--- src/rtl/nibble_add_seq.sv ---
// Multi-precision adder: ripples a W-bit add through one shared 4-bit slice,
// one nibble per clock, least-significant nibble first, with start/busy/done handshake.
module nibble_add_seq #(
  parameter int unsigned NIBBLES = 4
) (
  input  logic                 clk_i,
  input  logic                 rst_ni,
  input  logic                 start_i,
  input  logic [4*NIBBLES-1:0] a_i,
  input  logic [4*NIBBLES-1:0] b_i,
  input  logic                 cin_i,
  output logic                 busy_o,
  output logic                 done_o,
  output logic [4*NIBBLES-1:0] sum_o,
  output logic                 cout_o
);

  localparam int unsigned W    = 4 * NIBBLES;
  localparam int unsigned IdxW = (NIBBLES > 1) ? $clog2(NIBBLES) : 1;
  localparam logic [IdxW-1:0] LastIdx = IdxW'(NIBBLES - 1);

  typedef enum logic [1:0] {StIdle, StRun, StDone} state_e;

  state_e          state_q;
  logic [W-1:0]    op_a_q, op_b_q, sum_q;
  logic            carry_q, cout_q;
  logic [IdxW-1:0] idx_q;

  logic [3:0] nib_a, nib_b, nib_s;
  logic [4:0] nib_sum;
  logic       nib_c;

  // The single shared 4-bit adder slice.
  always_comb begin
    nib_a   = op_a_q[4*idx_q +: 4];
    nib_b   = op_b_q[4*idx_q +: 4];
    nib_sum = 5'(nib_a) + 5'(nib_b) + 5'(carry_q);
    nib_s   = nib_sum[3:0];
    nib_c   = nib_sum[4];
  end

  always_ff @(posedge clk_i or negedge rst_ni) begin
    if (!rst_ni) begin
      state_q <= StIdle;
      op_a_q  <= '0;
      op_b_q  <= '0;
      carry_q <= 1'b0;
      idx_q   <= '0;
      sum_q   <= '0;
      cout_q  <= 1'b0;
    end else begin
      unique case (state_q)
        StIdle, StDone: begin
          if (start_i) begin
            op_a_q  <= a_i;
            op_b_q  <= b_i;
            carry_q <= cin_i;
            idx_q   <= '0;
            sum_q   <= '0;
            cout_q  <= 1'b0;
            state_q <= StRun;
          end else begin
            state_q <= StIdle;
          end
        end
        StRun: begin
          sum_q[4*idx_q +: 4] <= nib_s;
          carry_q             <= nib_c;
          idx_q               <= idx_q + 1'b1;
          if (idx_q == LastIdx) begin
            cout_q  <= nib_c;
            state_q <= StDone;
          end
        end
        default: state_q <= StIdle;
      endcase
    end
  end

  assign busy_o = (state_q == StRun);
  assign done_o = (state_q == StDone);
  assign sum_o  = sum_q;
  assign cout_o = cout_q;

endmodule

--- config.mk ---
export PLATFORM = sky130hd
export DESIGN_NAME = nibble_add_seq
export DESIGN_NICKNAME = d
export VERILOG_FILES = /design/src/rtl/nibble_add_seq.sv
export SDC_FILE = /design/constraint.sdc
export NUM_CORES = 1
export LEC_CHECK = 0
export ABC_AREA = 1
export CORE_MARGIN = 2
export CORE_UTILIZATION = 50
export DETAILED_ROUTE_END_ITERATION = 6
export PLACE_DENSITY = 0.79
export SLEW_MARGIN = 20
export SYNTH_ARGS = -nofsm -noshare
export SYNTH_HDL_FRONTEND = slang
export SYNTH_SLANG_ARGS = --single-unit
--- constraint.sdc ---
create_clock -name clk_i -period 2.7 [get_ports clk_i]
set_input_delay 0.405 -clock clk_i [delete_from_list [all_inputs] [get_ports clk_i]]
set_output_delay 0.405 -clock clk_i [all_outputs]
set_load 0.02 [all_outputs]
==> metrics <==
die area 5690 um2; Initial DRT Pass Iterations 4; largest net degree at the start of global routing 43; Synth cell types 24; Worst path slowest cell dfrtp_1; Worst-Margin Slew 0.502 ns; # setup viols final 0; status finished clean; post-synthesis cell count approximately 300; Rows 26; wl on met1 between 2000 and 2500 um; # resized after CTS 0; hold buffer count at CTS 0; synthesized area per cell 8.40 um2; Routed Wire Length 5470 um; FMAX 0.401 GHz; met2 wire len roughly 2800 um; detail-routed via count per cell between 5 and 6; max-cap violations 0; startpoint class of the critical path register; WP buf/inv 1; placed instance area between 3000 and 4000 um2; largest cells by area after synthesis dfrtp_1 (53%), nand2_1 (18%), o21ai_0 (4.1%); critical path's most frequent cell fa_1; largest buffer count on any clock path 2; Slew HR 0.665; Die Wd between 70 and 80 um; CTS tree done; DR WL met3 232 um; initial antenna violation count 0; Final Hold Fails 0; Highest Signal Layer met4; sequential share of the synthesized area 0.529; pre-CTS WS between 0.2 and 0.3 ns; P_leak roughly 1.6 nW; CP cell instances inv_1 -> o21ai_0 -> o22ai_1 -> fa_1 -> fa_1 -> xnor2_1 -> nor2_1 -> nand2_1 -> o21ai_1; share of layout cells above drive strength 1 0.0803; VDD IR max roughly 0.49 mV; Final Power between 0.004 and 0.005 W; final instance area about 3300 um2; number of global-route vias before repair approximately 2.1k; YS warnings 0; fin worst setup slack around 0.21 ns; DRC violations left 0; Initial Util 0.509; number of CTS-inserted buffers 5; detailed-placement wirelength estimate 4160 um; Vias between 2k and 2.5k; Setup Fix Bufs, Post-CTS 0; GPL Wtd Cong just under 0.9; worst reg-to-reg path cell count 9; Tcrit/Tclk final 0.924; DR iter-0 viols 171; Synth top area share 0.529; maximum fanout along the worst path 10; Worst Skew roughly 0.0062 ns; PD cells 1240 nW/um2; antenna fix cells 0; area leader, netlist dfrtp_1; final setup TNS 0 ns; hold crit path type in -> async; r2r startpoint idx_q[0]; Mapped Nets 350; capture point of the worst reg-to-reg path sum_o[6]; Crit path arrival time 2.71 ns; synthesized area 2550 um2; Worst-path clk slew roughly 0.1 ns; Area Overhead vs Synth 28.4%; Critical Path Max Stage Delay 0.46 ns; Final Non-Filler Cells 431; CP delay by family, top adder cells; R2R setup slack between 0.2 and 0.25 ns; gr usage total 0.223; total congestion overflow 0; Detail Route Antenna Nets 0; height of the die roughly 75 um; Post-Place Cells around 420; NumNets Final 406; Core Region 5010 um2; crit end category register; post-layout minimum cycle time roughly 2.5 ns; Root Driver clkbuf_8; # H-tree levels 2; RSZ-0062 raised after global routing no; I/O Buffers 54; I/O pin cnt 55; crit path kind reg -> reg; first-pass GRT wire length roughly 9600 um; clk_lat worst skew roughly 0.31 ns; Seq cells post-synth 54; Max Slew Vio Count 0; wire length per cell between 10 and 15 um; Required @ worst endpoint 2.91 ns; Clock Sinks 54
Yosys cell counts, drive strengths merged:
library cell	instances
a21oi	1
buf	8
clkbuf	3
clkinv	1
dfrtp	54
fa	2
ha	8
inv	22
nand2	120
nand3	10
nand4	4
nor2	22
nor3	2
o21ai	32
o22ai	11
o31ai	3
xnor2	1
routing by layer:
layer | up-vias | GRT usage
met5 | - | 0
met4 | 0 | 0.0546
met3 | 10 | 0.0450
met2 | 60 | 0.388
met1 | 1003 | 0.288
li1 | 1089 | -
how the worst max path moves through the flow:
stage                        start   endpoint  slack (ns)  depth (start not counted)
final                     idx_q[0]   sum_o[6]        0.21                          9
after global routing      idx_q[0]  sum_o[14]        0.01                          9
after CTS                 idx_q[0]  sum_o[14]        0.25                          9
after global placement    idx_q[0]   sum_o[6]        0.40                          9
after floorplan           idx_q[1]  sum_o[14]        0.46                          9
after detailed placement  idx_q[0]  sum_o[14]        0.28                          9
metrics by stage:
| step | utilization | hold WS (ns) |
|---|---|---|
| 2_1_floorplan | - | 0.109 |
| 3_3_place_gp | 0.632 | 0.393 |
| 3_5_place_dp | 0.632 | 0.396 |
| 4_1_cts | 0.654 | 0.0590 |
| 5_1_grt | 0.654 | 0.0886 |
| 6_report | 0.654 | 0.0452 |
power breakdown:
part | internal, W | leakage (nW) | switching, W | total (W)
Sequential | 0.00115 | 0.692 | 0.000222 | 0.00137
Clock | 0.000276 | 0.0504 | 0.000265 | 0.000541
Combinational | 0.000832 | 0.827 | 0.00133 | 0.00216
kinds of logic (layout without fill, tap and decap cells):
| kind of cell | Yosys count | count (layout) | share of synthesized area |
|---|---|---|---|
| flops | 54 | 54 | 0.529 |
| compound gates | 47 | 47 | 0.102 |
| fa+ha+maj | 10 | 10 | 0.0549 |
| xor+xnor | 1 | 1 | 0.00343 |
| simple gates | 158 | 158 | 0.254 |
| buf+inv | 34 | 91 | 0.0559 |
layout by cell type, fill, tap and decap left out, types with 4 or more instances in the layout:
cell type	Yosys	final
nand2_1	119	119
dfrtp_1	54	54
clkdlybuf4s50_1	0	53
o21ai_0	21	21
nor2_1	20	20
inv_1	14	14
o22ai_1	11	11
nand3_1	10	10
o21ai_1	10	10
inv_2	8	8
ha_1	8	8
buf_4	2	6
clkbuf_8	0	5
nand4_1	4	4
state kept, by name, summed over array words and instances, names as in the netlist:
| signal | flops |
|---|---|
| sum_o | 16 |
| op_a_q | 16 |
| state_q | 2 |
| carry_q | 1 |
| cout_o | 1 |
| op_b_q | 16 |
| idx_q | 2 |
layout make-up:
| cell class | instances | area (um2) |
|---|---|---|
| Clock buffer | 5 | 68.8 |
| Tap cell | 70 | 87.6 |
| Timing Repair Buffer | 60 | 581 |
| Sequential cell | 54 | 1350 |
| Clock inverter | 3 | 45.0 |
| Multi-Input combinational cell | 216 | 1060 |
| Fill cell | 450 | 1730 |
| Inverter | 23 | 86.3 |
(Power assumes the default switching activity.)
